$ cat src/rtl/pipe_addsub.sv
// ============================================================================
// Module      : pipe_addsub
// Description : Pipelined unsigned add/subtract unit with valid/ready flow
//               control on both sides. Results move through DEPTH stages
//               that collapse bubbles and stall under backpressure without
//               dropping or duplicating data. Reports carry/borrow on ovf,
//               tracks the number of occupied stages and supports a
//               synchronous flush.
//               Optional macro PIPE_ADDSUB_SAT_EN: saturate on carry
//               (all ones) or borrow (zero) instead of wrapping.
// Revision    : 1.0 - initial release
// ============================================================================

`default_nettype none

module pipe_addsub #(
    parameter int W     = 8,
    parameter int DEPTH = 2
) (
    input  logic                         clk,
    input  logic                         rst_n,
    input  logic                         flush,
    input  logic                         in_valid,
    output logic                         in_ready,
    input  logic                         op,
    input  logic [W-1:0]                 a,
    input  logic [W-1:0]                 b,
    output logic                         out_valid,
    input  logic                         out_ready,
    output logic [W-1:0]                 y,
    output logic                         ovf,
    output logic [$clog2(DEPTH+1)-1:0]   occupancy
);

    localparam int c_OCC_W = $clog2(DEPTH + 1);

    // ------------------------------------------------------------------------
    // Pipeline state: one valid bit, one result word and one ovf bit per stage
    // ------------------------------------------------------------------------
    logic [DEPTH-1:0]   r_vld;
    logic [W-1:0]       r_res [DEPTH];
    logic [DEPTH-1:0]   r_ovf;
    logic [c_OCC_W-1:0] r_occ;

    logic [DEPTH-1:0]   w_load;      // stage i may take new contents this cycle
    logic [DEPTH-1:0]   w_vld_nxt;   // valid bits after the coming edge
    logic [c_OCC_W-1:0] w_occ_nxt;   // popcount of w_vld_nxt
    logic               w_accept;    // input handshake completes at this edge

    logic [W:0]         w_raw;       // full-width sum or difference
    logic               w_carry;     // carry-out (add) or borrow (sub)
    logic [W-1:0]       w_res;       // result word written into stage 0

    // Stage-0 arithmetic: one extra bit exposes carry-out, or borrow for a < b
    always_comb begin
        w_raw = '0;
        if (op) begin
            w_raw = {1'b0, a} - {1'b0, b};
        end else begin
            w_raw = {1'b0, a} + {1'b0, b};
        end
        w_carry = w_raw[W];
    end

`ifdef PIPE_ADDSUB_SAT_EN
    // Clamp to the rail in the direction of the overflow
    always_comb begin
        w_res = w_raw[W-1:0];
        if (w_carry) begin
            w_res = op ? {W{1'b0}} : {W{1'b1}};
        end
    end
`else
    // Plain modulo-2^W result
    always_comb begin
        w_res = w_raw[W-1:0];
    end
`endif

    // Load chain, last stage first: a stage loads if it is empty or the
    // stage in front of it moves on (last stage: downstream takes it)
    always_comb begin
        w_load = '0;
        w_load[DEPTH-1] = !r_vld[DEPTH-1] || out_ready;
        for (int i = DEPTH - 2; i >= 0; i--) begin
            w_load[i] = !r_vld[i] || w_load[i+1];
        end
    end

    // Input handshake; reset and flush both refuse new work
    always_comb begin
        in_ready = rst_n && !flush && w_load[0];
        w_accept = in_valid && in_ready;
    end

    // Next valid bits: loading stages copy their predecessor's valid bit,
    // stalled stages keep theirs, flush empties everything
    always_comb begin
        w_vld_nxt = r_vld;
        if (flush) begin
            w_vld_nxt = '0;
        end else begin
            if (w_load[0]) begin
                w_vld_nxt[0] = w_accept;
            end
            for (int i = 1; i < DEPTH; i++) begin
                if (w_load[i]) begin
                    w_vld_nxt[i] = r_vld[i-1];
                end
            end
        end
    end

    // Occupancy is the population count of the next valid vector
    always_comb begin
        w_occ_nxt = '0;
        for (int i = 0; i < DEPTH; i++) begin
            w_occ_nxt = w_occ_nxt + c_OCC_W'(w_vld_nxt[i]);
        end
    end

    // Valid bits and occupancy register together so they never disagree
    always_ff @(posedge clk) begin
        if (!rst_n) begin
            r_vld <= '0;
            r_occ <= '0;
        end else begin
            r_vld <= w_vld_nxt;
            r_occ <= w_occ_nxt;
        end
    end

    // Data words: only real transactions are moved, bubbles leave the
    // destination untouched; flush drops valid bits but keeps data as is
    always_ff @(posedge clk) begin
        if (!rst_n) begin
            for (int i = 0; i < DEPTH; i++) begin
                r_res[i] <= '0;
            end
            r_ovf <= '0;
        end else if (!flush) begin
            if (w_accept) begin
                r_res[0] <= w_res;
                r_ovf[0] <= w_carry;
            end
            for (int i = 1; i < DEPTH; i++) begin
                if (w_load[i] && r_vld[i-1]) begin
                    r_res[i] <= r_res[i-1];
                    r_ovf[i] <= r_ovf[i-1];
                end
            end
        end
    end

    // Output side is driven straight from the last stage
    always_comb begin
        out_valid = r_vld[DEPTH-1];
        y         = r_res[DEPTH-1];
        ovf       = r_ovf[DEPTH-1];
        occupancy = r_occ;
    end

endmodule

`default_nettype wire
$ cat config.mk
export PLATFORM = sky130hd
export DESIGN_NAME = pipe_addsub
export DESIGN_NICKNAME = d
export VERILOG_FILES = /design/src/rtl/pipe_addsub.sv
export SDC_FILE = /design/constraint.sdc
export NUM_CORES = 1
export LEC_CHECK = 0
export ABC_AREA = 1
export CORE_MARGIN = 2
export CORE_UTILIZATION = 52
export CTS_BUF_LIST = sky130_fd_sc_hd__clkbuf_8
export DETAILED_ROUTE_END_ITERATION = 8
export PLACE_DENSITY = 0.81
export SLEW_MARGIN = 20
export SYNTH_ARGS = -nofsm -noshare
export SYNTH_HDL_FRONTEND = slang
export SYNTH_SLANG_ARGS = --single-unit
$ cat constraint.sdc
create_clock -name clk -period 2.49 [get_ports clk]
set_input_delay 0.498 -clock clk [delete_from_list [all_inputs] [get_ports clk]]
set_output_delay 0.498 -clock clk [all_outputs]
set_load 0.02 [all_outputs]
==> metrics.txt, run 1 <==
Worst Tran Pin Value=~0.31 ns; Worst Setup Slack, final=roughly 0.13 ns; synth unique cells=30; initial core utilization=55.5%; M1 WL=1070 µm; most common cell after layout, fill and taps aside=inv_1; initial antenna violation count=0; MaxCap Viol Count=0; Slew Viols, Final=0; status=complete, but fails checks; Layout Utilization=a little under 80%; FP Rows=19; CTS tree=done; Final HPWL DP=around 2200 µm; pre-CTS WS=-0.382 ns; 1st-iter DRT viols=20; number of diodes=0; Final Power=0.000994 W; CTS Buf Count=3; end point of the critical path=in_ready; DR WL/cell=10.9 µm; Tmin final=2.36 ns; Crit Path Category=input port to output pin; Top Layer Used=met4; Reg clk slew, reported paths=0.08 ns; die width=between 50 and 60 µm; Post-DRT Antenna Nets=0; area grow syn2layout=38.7%; cell area after synthesis=~1600 µm²; RR Endpoint=occupancy[0]; sequential cell area fraction in the yosys report=38.6%; Synth Area per Inst=8.33 µm²; DRT Wirelength=2900 µm; Reg2Reg Depth=8; Total Nets Final=269; most frequent cells in the layout=38 x inv_1, 31 x nand2_1, 31 x clkdlybuf4s50_1; 1st-pass router iterations=6; RSZ-0062 raised after global routing=no; Die Span Y=58.7 µm; Clock Path Buffers=2; CP Data Required Time=1.99 ns; CP max FO=3; met3 routed WL=96 µm; Synthesis Warnings=0; PwrDens=460 nW/µm²; Final GP Congestion=0.765; CP Capture Type=output pin; Core Region=2810 µm²; VDD IR-drop max=roughly 0.24 mV; clk sinks=22; largest net degree at the start of global routing=13; CP startpoint=out_ready; setup TNS=0 ns; Setup crit start kind=input port; layout cells sized above 1=around a quarter; syn nets=220; Seq cells post-synth=22; Hold Violations, Final=0; Setup violations, final=0; first-pass GRT wire length=~4500 µm; io pins=35; Worst Hold Class=register to register; DIE AREA=between 3000 and 4000 µm²; synthesized instance count=187; number of buffers added on ports=34; GRT overflow=0; Post-CTS Setup Inserts=0; H-tree Lvls=1; Critical Path AT=1.86 ns; drc violations=4; vias=between 1000 and 1500; failing checks=DRC; Root Driver=clkbuf_8; vias per std cell=4.95; worst skew pair latency=0.26 ns; setup slack, reg-to-reg=1.18 ns; vias in the first global route=1243; met2 wire length=1670 µm; final period utilization=94.8%; all-layer global routing usage=between 10% and 20%; Slew headroom=approximately 79%; max frequency=0.424 GHz; r2r startpoint=r_vld[1]; FILL cells=~200; worst clock skew=0.00551 ns; Pleak=roughly 1.0 nW
-- worst max-delay path, cell delays in order --
cell and delay [ns]:
clkdlybuf4s50_1 0.50, nor2_4 0.06, nand2_2 0.09, nand3_1 0.07
inv_1 0.05, clkdlybuf4s50_1 0.59
-- registers in the layout, indices dropped and copies added, names as in the netlist --
signal / flops
occupancy: 2
r_ovf: 2
r_res: 16
r_vld: 2
-- synthesized netlist by cell type --
cell       n  share of area [%]
nand3_2    1               0.64
buf_12     1                1.3
o21ai_0    5                1.6
buf_6      1               0.72
o31ai_1    1               0.48
xnor2_1    1               0.56
nand4_4    2                2.7
nor3_1     2               0.64
nand2_1   31                7.5
nand3_1    8                2.6
inv_2      1               0.24
nand2_4    1               0.72
nor2_4     2                1.4
nor2_2     9                3.6
a21o_1     1               0.48
nand2_2    1               0.40
and2_1     1               0.40
xor2_1     6                3.4
fa_1       1                1.3
inv_1     41                9.9
buf_4      8                3.9
inv_4      1               0.40
edfxtp_1  16                 31
o21ai_2    1               0.56
a21oi_1   10                3.2
a22oi_1    1               0.48
ha_1      10                8.0
o21bai_1   1               0.48
dfxtp_1    6                7.7
nor2_1    16                3.9
-- timing repair --
action	in CTS	in global routing
hold buffers	0	0
endpoints found under the setup margin	2	6
pin swaps	0	11
gates resized for setup	3	23
-- routing by layer --
layer / vias to the layer above / track usage, %
li1: 676 / -
met2: 38 / 34.0
met5: - / 0
met1: 598 / 15.7
met3: 6 / 1.54
met4: 0 / 9.74
-- worst min-delay path by stage --
stage,from,to,depth (start not counted)
after floorplan,r_ovf[0],r_ovf[1],2
after global placement,r_ovf[0],r_ovf[1],2
after detailed placement,r_ovf[0],r_ovf[1],2
after CTS,r_ovf[0],r_ovf[1],2
after global routing,r_ovf[0],r_ovf[1],2
final,r_ovf[0],r_ovf[1],2
-- area by class of cell --
type	instances	area, µm²	area share, %
tap	31	38.8	1.80
sequential	22	601	27.8
inverter	43	164	7.59
multi-input combinational	112	805	37.2
timing repair buffer	54	498	23.0
clock buffer	4	55.1	2.55
-- kinds of logic (layout without fill, tap and decap cells) --
kind of cell / after synthesis / count (layout) / synth area share, %
and+or+nand+nor: 74 / 74 / 24.5
buffers and inverters: 53 / 101 / 16.4
adders and majority gates: 11 / 11 / 9.32
xor gates and xnor gates: 7 / 7 / 3.94
AOI/OAI and AO/OA: 20 / 20 / 7.31
DFF: 22 / 22 / 38.6
-- power by group --
| part | switching (W) | internal [W] | leakage, nW |
|---|---|---|---|
| Sequential | 0.00000471 | 0.000413 | 0.216 |
| Clock | 0.000106 | 0.000141 | 0.0288 |
| Combinational | 0.000172 | 0.000158 | 0.777 |
| Total | 0.000283 | 0.000711 | 1.02 |
-- metrics by stage --
stage	instances	instance area (µm²)	hold WS (ns)
after floorplan	187	1560	0.447
after global placement	262	2000	0.460
after detailed placement	262	2000	0.467
after CTS	266	2060	0.479
after global routing	266	2160	0.543
final	266	2160	0.477
No activity file was read; power rests on OpenSTA's default activity.
==> run 2, diff against run 1 <==
Clock period 2.49 ns to 2.45 ns, I/O delays scaled along.
==> metrics.txt, run 2 (synthesis gave the netlist of run 1 again) <==
Setup violations, final=0; vias in the first global route=1265; final period utilization=95.6%; io pins=35; Die Span Y=58.7 µm; vias per std cell=4.87; Final HPWL DP=2200 µm; Top Layer Used=met4; Worst Tran Pin Value=~0.33 ns; clk sinks=22; Slew Viols, Final=0; met3 routed WL=115 µm; all-layer global routing usage=18.1%; Worst Hold Class=register to register; initial core utilization=between 50% and 60%; multi-input logic area=830 µm²; CP Capture Type=register; FILL cells=about 190; FP Rows=19; most common cell after layout, fill and taps aside=inv_1; layout cells sized above 1=28.8%; worst clock skew=0.00458 ns; Largest register FFs=16; number of diodes=0; post-layout instance area=2200 µm²; Reg clk slew, reported paths=0.08 ns; initial antenna violation count=0; CP max FO=4; number of buffers added on ports=34; DP Area=2000 µm²; RSZ-0062 raised after global routing=no; drc violations=4; Pleak=1.04 nW; MaxCap Viol Count=0; max frequency=0.427 GHz; H-tree Lvls=1; DRT Wirelength=roughly 3000 µm; largest net degree at the start of global routing=13; VDD IR-drop max=0.235 mV; Hold Violations, Final=0; Tmin final=2.34 ns; Worst Setup Slack, final=between 0.1 and 0.15 ns; 1st-pass router iterations=6; met2 wire length=1710 µm; 1st-iter DRT viols=30; Slew headroom=~78%; CTS Buf Count=3; Final GP Congestion=0.765; area grow syn2layout=41.0%; CTS tree=done; register area=around 600 µm²; vias=about 1300; Setup crit start kind=input port; Core Region=2810 µm²; DIE AREA=3450 µm²; worst skew pair latency=0.25 ns; Clock Path Buffers=2; pre-CTS WS=-0.375 ns; M1 WL=1140 µm; Reg with most FFs=r_res; Critical Path AT=2.36 ns; cts hold-fix bufs=0; CP Data Required Time=2.47 ns; Total Nets Final=270; Crit Path Category=input port to register; most frequent cells in the layout=36 x inv_1, 30 x clkdlybuf4s50_1, 28 x nand2_1; failing checks=DRC; first-pass GRT wire length=4820 µm; DR WL/cell=11.3 µm; die width=58.7 µm; Reg2Reg Depth=8; status=complete, but fails checks; Final Power=0.00103 W; Hold Path Depth=2; Root Driver=clkbuf_8; Post-DRT Antenna Nets=0; GRT overflow=0; PwrDens=468 nW/µm²
## run 2: cell count changes in the layout (fill, tap and decap cells not counted), moves of 2 or more
| cell | change |
|---|---|
| inv_1 | -2 |
| inv_2 | +2 |
| nand2_1 | -3 |
| nand2_2 | +3 |
## run 2: worst paths after layout
path | start | endpoint | slack [ns]
max | op | r_res[0][7] | 0.11
min | r_ovf[0] | r_ovf[1] | 0.48
max reg2reg | r_vld[1] | occupancy[0] | 1.14
min reg2reg | r_ovf[0] | r_ovf[1] | 0.48
## run 2: timing repair
action / CTS / global route
buffers inserted: 1 / 0
gates resized for setup: 14 / 19
pin swaps: 6 / 13
endpoints found under the hold margin: 0 / 0
endpoints found under the setup margin: 4 / 6
## run 2: metal layers
| layer | track usage [%] | up-vias |
|---|---|---|
| met4 | 6.82 | 0 |
| li1 | - | 675 |
| met3 | 1.32 | 6 |
| met2 | 37.8 | 42 |
| met5 | 0 | - |
| met1 | 17.8 | 576 |
## run 2: where the power goes
group	internal (W)	switching, W	total [W]	leakage [nW]
clock network	0.000143	0.000108	0.000251	0.0288
registers	0.000420	0.00000481	0.000424	0.216
logic	0.000169	0.000184	0.000353	0.791
total	0.000731	0.000297	0.00103	1.04
## run 2: through the flow
step / util [%] / hold slack, ns / setup TNS [ns] / cells
global placement: 71.1 / 0.460 / -1.38 / 262
global route: 78.3 / 0.543 / 0 / 267
finish: 78.3 / 0.476 / 0 / 267
detailed placement: 71.1 / 0.467 / -1.83 / 262
CTS: 75.5 / 0.479 / 0 / 267
floorplan: - / 0.447 / 0 / 187
## run 2: cell type report
class	instances	share of cell area, %
Inverter	43	7.46
Tap cell	31	1.77
Clock buffer	4	2.51
Timing Repair Buffer	55	23.1
Multi-Input combinational cell	112	37.8
Sequential cell	22	27.4
## run 2: worst max-delay path, stage by stage
cell and delay (ns):
clkdlybuf4s50_1 0.47, inv_1 0.05, buf_4 0.15, nand2_2 0.08
xor2_1 0.20, ha_1 0.31, a21o_1 0.23, a21oi_2 0.18
nand3_1 0.09, nand2_1 0.07, nor2_1 0.03
